==> src/rtl/mig_fetch_queue.sv <==
// mig_fetch_queue
//   Sequential instruction fetch front end. It generates word PCs and issues reads to
//   instruction memory over a rd_en/rd_valid port, with up to MAX_OUTSTANDING reads in flight.
//   Returned words are buffered together with their PCs in an FQ_DEPTH-entry queue, which
//   decode drains via insn_valid/insn_ready.
//   A redirect (branch or trap) flushes the queue and restarts fetch at redirect_pc. Responses
//   that are still in flight at the redirect are discarded when they arrive.
//
// Ports
//   clk, rst                    clock, synchronous active-high reset
//   rst_pc                      word PC loaded on reset
//   stall                       suppresses new reads only
//   redirect_en, redirect_pc    flush and restart at redirect_pc
//   mem_rd_en, mem_rd_addr      read request (word address), one cycle per word
//   mem_rd_valid, mem_rd_data   in-order read response, latency >= 1
//   insn_valid/ready/data/pc    queue head towards decode
//
// Build option
//   MIG_FETCH_PERF_EN  adds saturating 32-bit counters perf_issued, perf_dropped and
//                      perf_stall_cyc. These count reads issued, responses discarded, and
//                      cycles with no instruction at the queue head.
module mig_fetch_queue #(
  parameter int ADDR_WIDTH      = 32,
  parameter int FQ_DEPTH        = 4,
  parameter int MAX_OUTSTANDING = 2
) (
  input  logic                  clk,
  input  logic                  rst,
  input  logic [ADDR_WIDTH-3:0] rst_pc,
  input  logic                  stall,
  input  logic                  redirect_en,
  input  logic [ADDR_WIDTH-3:0] redirect_pc,
  output logic                  mem_rd_en,
  output logic [ADDR_WIDTH-3:0] mem_rd_addr,
  input  logic                  mem_rd_valid,
  input  logic [31:0]           mem_rd_data,
  output logic                  insn_valid,
  input  logic                  insn_ready,
  output logic [31:0]           insn_data,
  output logic [ADDR_WIDTH-3:0] insn_pc
`ifdef MIG_FETCH_PERF_EN
  ,
  output logic [31:0]           perf_issued,
  output logic [31:0]           perf_dropped,
  output logic [31:0]           perf_stall_cyc
`endif
);

  localparam int PW  = ADDR_WIDTH - 2;
  localparam int QAW = $clog2(FQ_DEPTH);
  localparam int CW  = QAW + 1;
  localparam int CW1 = CW + 1;
  localparam int OW  = $clog2(MAX_OUTSTANDING + 1);
  localparam int TAW = (MAX_OUTSTANDING > 1) ? $clog2(MAX_OUTSTANDING) : 1;

  logic [PW-1:0]  r_pc;
  logic [CW-1:0]  r_count;
  logic [OW-1:0]  r_outstanding;
  logic [OW-1:0]  r_drop_cnt;
  logic [QAW-1:0] r_q_rd_ptr;
  logic [QAW-1:0] r_q_wr_ptr;
  logic [31:0]    r_q_data [FQ_DEPTH];
  logic [PW-1:0]  r_q_pc   [FQ_DEPTH];
  logic [PW-1:0]  r_tag    [MAX_OUTSTANDING];
  logic [TAW-1:0] r_tag_rd_ptr;
  logic [TAW-1:0] r_tag_wr_ptr;

  logic [CW1-1:0] w_occ;
  logic           w_issue;
  logic           w_resp;
  logic           w_drop;
  logic           w_push;
  logic           w_pop;

  // The tag FIFO depth need not be a power of two, so its pointers wrap explicitly.
  function automatic logic [TAW-1:0] tag_inc(input logic [TAW-1:0] p);
    if (p == TAW'(MAX_OUTSTANDING - 1)) begin
      return '0;
    end else begin
      return p + TAW'(1);
    end
  endfunction

  // Debug view of the current fetch point as a byte address.
  function automatic logic [31:0] public_get_PC();
    return 32'({(insn_valid ? insn_pc : r_pc), 2'b00});
  endfunction

  // Issue/response/drain decisions for the current cycle.
  always_comb begin
    w_occ   = CW1'(r_count) + CW1'(r_outstanding);
    // Credit rule: a read is issued only if its response is certain to find a queue slot.
    w_issue = !rst && !stall && !redirect_en
              && (r_outstanding < OW'(MAX_OUTSTANDING))
              && (w_occ < CW1'(FQ_DEPTH));
    w_resp  = mem_rd_valid && !rst;
    w_drop  = w_resp && (r_drop_cnt != '0);
    // A response that arrives together with a redirect is stale as well.
    w_push  = w_resp && !w_drop && !redirect_en;
    w_pop   = insn_valid && insn_ready && !redirect_en;
  end

  assign mem_rd_en   = w_issue;
  assign mem_rd_addr = r_pc;
  assign insn_valid  = (r_count != '0);
  assign insn_data   = r_q_data[r_q_rd_ptr];
  assign insn_pc     = r_q_pc[r_q_rd_ptr];

  // Control state: PC, occupancy, in-flight tracking and stale-response drop count.
  always_ff @(posedge clk) begin
    if (rst) begin
      r_pc          <= rst_pc;
      r_count       <= '0;
      r_outstanding <= '0;
      r_drop_cnt    <= '0;
      r_q_rd_ptr    <= '0;
      r_q_wr_ptr    <= '0;
      r_tag_rd_ptr  <= '0;
      r_tag_wr_ptr  <= '0;
    end else begin
      r_outstanding <= r_outstanding + OW'(w_issue) - OW'(w_resp);
      if (w_issue) r_tag_wr_ptr <= tag_inc(r_tag_wr_ptr);
      if (w_resp)  r_tag_rd_ptr <= tag_inc(r_tag_rd_ptr);
      if (redirect_en) begin
        r_pc       <= redirect_pc;
        r_count    <= '0;
        r_q_rd_ptr <= r_q_wr_ptr;
        // Every read still in flight after this cycle is stale, including reads that an
        // earlier redirect already marked. The count therefore tracks the remaining
        // in-flight reads rather than growing without bound.
        r_drop_cnt <= r_outstanding - OW'(w_resp);
      end else begin
        if (w_issue) r_pc <= r_pc + PW'(1);
        r_count <= r_count + CW'(w_push) - CW'(w_pop);
        if (w_push) r_q_wr_ptr <= r_q_wr_ptr + QAW'(1);
        if (w_pop)  r_q_rd_ptr <= r_q_rd_ptr + QAW'(1);
        if (w_drop) r_drop_cnt <= r_drop_cnt - OW'(1);
      end
    end
  end

  // Storage arrays. Their contents need no reset because the pointers and count guard them.
  always_ff @(posedge clk) begin
    if (w_issue) r_tag[r_tag_wr_ptr] <= r_pc;
    if (w_push) begin
      r_q_data[r_q_wr_ptr] <= mem_rd_data;
      r_q_pc[r_q_wr_ptr]   <= r_tag[r_tag_rd_ptr];
    end
  end

`ifdef MIG_FETCH_PERF_EN
  function automatic logic [31:0] sat_inc(input logic [31:0] v, input logic en);
    return (en && (v != 32'hFFFF_FFFF)) ? (v + 32'd1) : v;
  endfunction

  // Saturating performance counters.
  always_ff @(posedge clk) begin
    if (rst) begin
      perf_issued    <= 32'd0;
      perf_dropped   <= 32'd0;
      perf_stall_cyc <= 32'd0;
    end else begin
      perf_issued    <= sat_inc(perf_issued, w_issue);
      perf_dropped   <= sat_inc(perf_dropped, w_resp && !w_push);
      perf_stall_cyc <= sat_inc(perf_stall_cyc, !insn_valid);
    end
  end
`endif

  // A response with nothing in flight means the memory model or protocol is broken.
  a_no_orphan_resp: assert property (@(posedge clk) disable iff (rst)
      !(mem_rd_valid && (r_outstanding == '0)))
    else $error("mig_fetch_queue: response with no read outstanding");

endmodule
==> config.mk <==
export PLATFORM = sky130hd
export DESIGN_NAME = mig_fetch_queue
export DESIGN_NICKNAME = d
export VERILOG_FILES = /design/src/rtl/mig_fetch_queue.sv
export SDC_FILE = /design/constraint.sdc
export NUM_CORES = 1
export LEC_CHECK = 0
export ABC_CLOCK_PERIOD_IN_PS = 5950
export CAP_MARGIN = 30
export CORE_ASPECT_RATIO = 1.5
export CORE_MARGIN = 5
export CORE_UTILIZATION = 35
export CTS_BUF_LIST = sky130_fd_sc_hd__clkbuf_16
export CTS_CLUSTER_SIZE = 24
export DETAILED_ROUTE_END_ITERATION = 10
export PLACE_DENSITY = 0.63
export SYNTH_ARGS = -nofsm -noshare
export SYNTH_HDL_FRONTEND = slang
export SYNTH_SLANG_ARGS = --single-unit
export TNS_END_PERCENT = 1
==> constraint.sdc <==
create_clock -name clk -period 5.95 [get_ports clk]
set_input_delay 0.8925 -clock clk [delete_from_list [all_inputs] [get_ports clk]]
set_output_delay 0.8925 -clock clk [all_outputs]
set_load 0.02 [all_outputs]
# --- After elaboration in Yosys (flattened, before gate mapping) ---
# Memories as Yosys holds them, arrays and structs flattened. A register that Yosys moved wholly into a read port is not among the register bits.
# Cells that the tools add are included.
word_totals:
  regBits: 43
  ram_bits: 308
  in_bits: 98
  n_memories: 3
classes:
  n_addsub: 12
  magnitude_cmp: 2
  mux: 19
  n_bitwise: 1
  n_reduce_logical: 21
memory_table:
  columns: ["memory", "depth", "width", "read_ports", "rd_clocked_by_memory_dff", "write_ports", "line", "source"]
  rows:
  - ["r_q_data", 4, 32, 1, 1, 1, "62", "logic [31:0] r_q_data [FQ_DEPTH];"]
  - ["r_q_pc", 4, 30, 1, 1, 1, "63", "logic [PW-1:0] r_q_pc [FQ_DEPTH];"]
  - ["r_tag", 2, 30, 1, 1, 1, "64", "logic [PW-1:0] r_tag [MAX_OUTSTANDING];"]
op_table:
  columns: ["operator", "count"]
  rows:
  - ["30-bit two-way mux", 3]
  - ["30-bit by 1-bit adder with 30-bit output (second input constant)", 1]
  - ["2-bit two-way mux", 8]
  - ["1-bit logical AND", 10]
  - ["1-bit two-way mux", 8]
  - ["2-bit nonzero test", 3]
  - ["3-bit nonzero test", 2]
  - ["2-bit by 1-bit adder with 2-bit output (second input constant)", 2]
  - ["3-bit by 2-bit adder with 4-bit output", 1]
  - ["1-bit logical NOT", 4]
  - ["4-bit by 3-bit < comparator with 1-bit output (second input constant)", 1]
  - ["2-bit by 1-bit subtractor with 2-bit output", 2]
  - ["3-bit by 1-bit adder with 3-bit output", 1]
  - ["3-bit by 1-bit subtractor with 3-bit output", 1]
  - ["1-bit adder (second input constant)", 2]
  - ["2-bit by 1-bit adder with 2-bit output", 1]
  - ["2-bit < comparator (second input constant)", 1]
  - ["2-bit AND reduction", 1]
  - ["2-bit OR reduction", 1]
  - ["2-bit by 1-bit subtractor with 2-bit output (second input constant)", 1]
  - ["1-bit NOT", 1]

# --- Logic depth before layout (Yosys ltp) ---
# Gate-level depths: netlist (run 1).
depth:
  depth_word: 8
  mapped_depth: 13
  mapped_depth_nobuf: 12

# --- Worst setup path before layout (run 1) ---
# No wires, ideal clock.
synth_timing:
  path_type: "input to register"
  from: "in redirect_en"
  to: "mem r_q_data[0][0], enable pin"
  t_arrival_ps: 3124
  required_time_ps: 5524
  path_slack_ps: 2399
  cell_stages: 4
  cell_sequence: "nor2_1 > and3_1 > clkbuf_1 > and2_1"
synth_via:
  elab_chain_cells: 4
synth_rtl:
  columns: ["item", "line", "source"]
  rows:
  - ["from (decl)", "31", "input logic redirect_en,"]
  - ["1-bit logical NOT", "99", "w_push = w_resp && !w_drop && !redirect_en;"]
  - ["1-bit logical AND", "99", null]
  - ["1-bit two-way mux", "145", "if (w_push) begin"]
  - ["1-bit two-way mux (implied by the code)", "146", "r_q_data[r_q_wr_ptr] <= mem_rd_data;"]
  - ["to (decl)", "62", null]
# No other way between the ends.

# --- Worst setup path after layout (run 1) ---
layout_timing:
  from: "in redirect_en"
  to: "out mem_rd_en"
layout_via:
  elab_chain_cells: 4
layout_rtl:
  columns: ["item", "line", "source"]
  rows:
  - ["1-bit logical NOT", "93", "w_issue = !rst && !stall && !redirect_en"]
  - ["1-bit logical AND", "93", null]
  - ["1-bit logical AND", "94", "&& (r_outstanding < OW'(MAX_OUTSTANDING))"]
  - ["1-bit logical AND", "95", "&& (w_occ < CW1'(FQ_DEPTH));"]
  - ["to (decl)", "33", "output logic mem_rd_en,"]
# No other way between the ends.

==> results of run 1 <==
==> layout make-up <==
| cell class | count | area, µm² |
|---|---|---|
| fillers | 3465 | 21700 |
| flip-flops and latches | 354 | 10500 |
| multi-input cells | 317 | 3280 |
| repair buffers | 204 | 2110 |
| clock buffers | 36 | 901 |
| well taps | 500 | 626 |
| clock inverters | 27 | 246 |
| inverters | 20 | 75.1 |
==> critical path: cells and delay by family <==
family,cells,cell delay [ps]
buffers and inverters,4,1420
AND/OR/NAND/NOR,2,770
==> power by group <==
group | internal (mW) | switching (mW)
registers | 2.81 | 0.0772
clock network | 1.28 | 0.896
logic | 0.272 | 0.259
==> registers in the layout (all words and copies together), names as in the netlist, named ones only <==
name / cells
mem_rd_addr: 30
r_count: 3
r_drop_cnt: 2
r_outstanding: 2
r_q_data: 128
r_q_pc: 120
r_q_rd_ptr: 2
r_q_wr_ptr: 2
r_tag: 60
r_tag_rd_ptr: 1
r_tag_wr_ptr: 1
==> through the flow <==
step | instances | power [mW]
4_1_cts | 1458 | 5.68
5_1_grt | 1458 | 5.82
6_report | 1458 | 5.60
3_5_place_dp | 1395 | 3.49
3_3_place_gp | 1389 | 3.47
2_1_floorplan | 722 | 3.20
==> synthesized netlist by cell type (3+ instances only) <==
| library cell | n |
|---|---|
| a211oi_1 | 4 |
| a21oi_1 | 10 |
| a22oi_1 | 10 |
| and2_1 | 5 |
| and4_1 | 5 |
| buf_1 | 3 |
| buf_2 | 8 |
| clkbuf_1 | 18 |
| dfxtp_1 | 16 |
| edfxtp_1 | 338 |
| ha_1 | 11 |
| inv_1 | 19 |
| mux2_2 | 32 |
| mux2i_1 | 4 |
| mux4_2 | 62 |
| nand2_1 | 26 |
| nand2b_1 | 4 |
| nand3_1 | 13 |
| nor2_1 | 23 |
| nor2b_1 | 3 |
| nor3_1 | 4 |
| nor3_2 | 8 |
| nor4_1 | 4 |
| o21a_1 | 3 |
| o21ai_0 | 8 |
| o21ai_1 | 20 |
| o22ai_1 | 5 |
| o31ai_1 | 5 |
| xnor2_1 | 22 |
| xor2_1 | 10 |
==> path summary, 6_finish.rpt <==
check,start,endpoint,cells after the start
worst max-delay path,redirect_en,mem_rd_en,6
worst min-delay path,r_tag_rd_ptr,r_tag_rd_ptr,2
worst max register to register,mem_rd_addr[0],mem_rd_addr[20],6
worst min register to register,r_tag_rd_ptr,r_tag_rd_ptr,2
==> cells by family after synthesis <==
group                      Yosys count  synth area share [%]
adders and majority gates           12                  1.13
xor gates and xnor gates            32                  2.01
buffers and inverters               51                  1.52
AOI/OAI and AO/OA                   67                  2.90
and+or+nand+nor                    108                  4.50
muxes                               98                  12.9
DFF                                354                  75.1
==> metal layers <==
layer / wire [µm] / share of wire, % / GRT usage (%)
met1: 11700 / 39 / 16.0
met2: 15900 / 53 / 25.1
met3: 1410 / 4.7 / 2.59
met4: 792 / 2.7 / 4.38
met5: 0 / 0 / 0
==> reports/results.ini, run 1 <==
[outcome]
status=completed

[cts]
clk_latency_ps=520
clockBufferDepth=3
ctsHoldBuffers=0
post_cts_resized=0
post_cts_buffers=0
clk_pin_slew_ps=60
cts_tree=done
clock-sinks=354
cts_root_buffer=clkbuf_16
h-tree-depth=2
cts_made_buffers=35

[grt]
grt_max_degree=49
grt_pass1_vias=7818
antenna_found_initial=0
track_usage_pct=13.6
overflow=0
grt_pass1_wl_mm=46.4

[die]
fp-row-count=89
core_area_um2=39400
dieArea_um2=44000
design.portCount=192
initial_utilization_pct=35.4
die_h_um=255
die_w_um=173

[cells_and_area]
syn2layout_area_growth_pct=27.0
final_common_cell=edfxtp_1
layout.nets=1042
fin_util_pct=45.0
final_cell_mix=edfxtp_1 (338), clkdlybuf4s50_1 (191), mux4_2 (62), clkbuf_16 (36), mux2_2 (32)
final_area_um2=17700
drive_above_1_share_pct=18.8
diodes=0

[yosys]
synth_area_leaders=edfxtp_1 (73%), mux4_2 (10%), mux2_2 (2.6%)
yosys_warnings=0
syn_area_um2=13900
synth_cell_types=45
yosys_register_bits=354
synth-async-reset-ratio_pct=0
syn_avg_cell_area_um2=19.3
synth-edff-count=338
ys.flop_type=edfxtp_1
synth_top_cell_area_share_pct=72.8
seq_area_frac_synth_pct=75.1
syn_inst=722
synth_area_leader_cell=edfxtp_1
postSynthNetCount=832

[power]
leakage_nw=5.68
power_density_nw_per_um2=316
ir_worst_vdd_mv=0.173

[route]
dr_total_vias=7218
first_iter_violations=396
ant_nets=0
wl_per_cell_um=20.5
via_per_inst=4.95
routed_wl_mm=29.9
first_pass_iters=4
drc=0

[place]
dpl.hpwl_mm=19.9
place_area_um2=16600
dpl_worst_slack_ps=1940
portBuffers=191
gp_congestion=0.789

[sta]
setup_viol=0
period_share_pct=67.0
clock.fmax_ghz=0.251
hold_ws_ps=523
rsz0062_at_grt=false
clock-skew-final_ps=24.5
setup_ws_ps=1960
finalHoldViolations=0
relSlewSlack_pct=50.1
tightest_slew_ps=745
slew_violations=0
tns_ps=0
fin_crit_ps=3990

[worst_setup_path]
reg2reg_slack_ps=3560
crit_path_cell_trace=clkdlybuf4s50_1, buf_4, nor2_1, nand3_1, inv_1, clkdlybuf4s50_1
slowest_delay_ps=620
crit_path_start_kind=primary input
worstPathArrival_ps=3090
critical_path_required_ps=5060
end_kind=primary output
crit_fanout=33
critical_path.slowest_cell=clkdlybuf4s50_1
path_common_cell=clkdlybuf4s50_1
crit_type=primary input to primary output

[min_path]
hold_class=flop to flop

[flow_run]
max_cap_violations=0

(Power assumes the default switching activity.)
==> inputs of run 2 (changes only) <==
- ABC_CLOCK_PERIOD_IN_PS: 5950 -> 3860
- clock period: 5.95 -> 3.86 ns (I/O delays scaled with it)
==> run 2 against run 1 <==
- sequential power increased by 54%
- critical path depth fell by 3
- cell area down 0.25%
- critical path type is now flop to primary output
- largest power group unchanged
==> reports/results.ini, run 2 (same netlist as run 1, synthesis figures left out) <==
[worst_setup_path]
crit_fanout=61  ; was 33
worstPathArrival_ps=2540  ; was 3090 ps
crit_path_cell_trace=buf_12, mux4_2, clkdlybuf4s50_1  ; was clkdlybuf4s50_1, buf_4, nor2_1, nand3_1, inv_1, clkdlybuf4s50_1
crit_path_start_kind=flop  ; was primary input
slowest_delay_ps=630  ; was 620 ps
critical_path.slowest_cell=mux4_2  ; was clkdlybuf4s50_1
critical_path_required_ps=3280  ; was 5060 ps
crit_type=flop to primary output  ; was primary input to primary output
end_kind=primary output  ; unchanged
reg2reg_slack_ps=1460  ; was 3560 ps

[place]
dpl_worst_slack_ps=773  ; was 1940 ps
dpl.hpwl_mm=19.3  ; was 19.9 mm
portBuffers=191  ; unchanged
gp_congestion=0.801  ; was 0.789
place_area_um2=16500  ; was 16,600 µm²
dp.cells=1395  ; unchanged

[sta]
hold_ws_ps=514  ; was 523 ps
setup_viol=0  ; unchanged
tns_ps=0  ; unchanged
rsz0062_at_grt=false  ; unchanged
finalHoldViolations=0  ; unchanged
relSlewSlack_pct=55.0  ; was 50.1%
setup_ws_ps=736  ; was 1960 ps
fin_crit_ps=3120
slew_violations=0  ; unchanged
clock.fmax_ghz=0.320
clock-skew-final_ps=11.2  ; was 24.5 ps
period_share_pct=80.9
tightest_slew_ps=672  ; was 745 ps

[die]
core_area_um2=39400  ; unchanged
die_h_um=255  ; unchanged
fp-row-count=89  ; unchanged
dieArea_um2=44000  ; unchanged
initial_utilization_pct=35.4  ; unchanged
design.portCount=192  ; unchanged
die_w_um=173  ; unchanged

[route]
ant_nets=0  ; unchanged
first_pass_iters=4  ; unchanged
dr_total_vias=7180  ; was 7,218
routed_wl_mm=29.5  ; was 29.9 mm
first_iter_violations=424  ; was 396
drc=0  ; unchanged
wl_per_cell_um=20.3  ; was 20.5 µm
via_per_inst=4.93  ; was 4.95

[cts]
ctsHoldBuffers=0  ; unchanged
h-tree-depth=2  ; unchanged
clock-sinks=354  ; unchanged
clk_latency_ps=520  ; about the same
cts_made_buffers=36  ; was 35
clockBufferDepth=3  ; unchanged
clk_pin_slew_ps=60  ; about the same
post_cts_buffers=0  ; unchanged
cts_tree=done  ; unchanged
post_cts_resized=0  ; unchanged
cts_root_buffer=clkbuf_16  ; unchanged

[cells_and_area]
layout.nets=1043  ; was 1,042
final_area_um2=17700  ; about the same
final_cell_mix=edfxtp_1 (338), clkdlybuf4s50_1 (191), mux4_2 (62), clkbuf_16 (37), mux2_2 (32)  ; was edfxtp_1 (338), clkdlybuf4s50_1 (191), mux4_2 (62), clkbuf_16 (36), mux2_2 (32)
fin_cells=1456  ; was 1,458
largest_reg_flops=128  ; unchanged
top_regs=r_q_data: 128 flops, r_q_pc: 120 flops, r_tag: 60 flops  ; unchanged
top_register=r_q_data  ; unchanged
syn2layout_area_growth_pct=26.7  ; was 27.0%
fin_util_pct=44.8  ; was 45.0%
final_common_cell=edfxtp_1  ; unchanged
drive_above_1_share_pct=19.1  ; was 18.8%
diodes=0  ; unchanged

[grt]
use_met1_pct=15.1  ; was 16.0%
grt_pass1_vias=7681  ; was 7,818
grt_pass1_wl_mm=45.1  ; was 46.4 mm
track_usage_pct=13.2  ; was 13.6%
use_met3_pct=2.80  ; was 2.59%
grt_busiest_layer=met2  ; unchanged
grt_use_met2_pct=24.7  ; was 25.1%
grt_max_degree=62  ; was 49
overflow=0  ; unchanged
antenna_found_initial=0  ; unchanged

[power]
power_density_nw_per_um2=488  ; was 316 nW/µm²
power_mw=8.63  ; was 5.60 mW
ir_worst_vdd_mv=0.259  ; was 0.173 mV
leakage_nw=5.65  ; was 5.68 nW

[min_path]
hold_class=flop to flop  ; unchanged

[outcome]
status=completed  ; unchanged

[flow_run]
max_cap_violations=0  ; unchanged

run 2: changes by cell type in the layout (fill, tap and decap cells not counted), sizes merged:
cell | previous run | this run
clkinvlp | 1 | 0
inv | 30 | 27
bufinv | 4 | 3
clkbuf | 36 | 37
clkinv | 12 | 14
run 2: power breakdown:
group	leakage (nW)	switching, mW	internal [mW]
Sequential	3.23	0.104	4.34
Clock	0.574	1.41	1.95
Combinational	1.85	0.407	0.418
Total	5.65	1.92	6.71
run 2: cell type report:
type	instances	area [µm²]
well taps	500	626
multi-input cells	317	3280
fillers	3439	21700
clock inverters	24	206
flip-flops and latches	354	10500
repair buffers	204	2080
clock buffers	37	926
inverters	20	75.1
run 2: critical path: cells and delay by family (launching register included):
family	cells	cell delay (ps)
buffers and inverters	2	990
muxes	1	630
DFF	1	370
run 2: path summary, 6_finish.rpt:
kind | startpoint | to | cells after the start
worst max-delay path | flop | insn_pc[11] | 3
worst min-delay path | r_tag_rd_ptr | flop | 2
worst max register to register | r_drop_cnt[0] | r_count[2] | 12
worst min register to register | r_tag_rd_ptr | flop | 2
run 2: routing by layer:
layer,share of wire [%],vias to the layer above
met5,0,-
met4,2.5,0
met3,5.1,42
met2,54,210
met1,39,3625
li1,-,3303
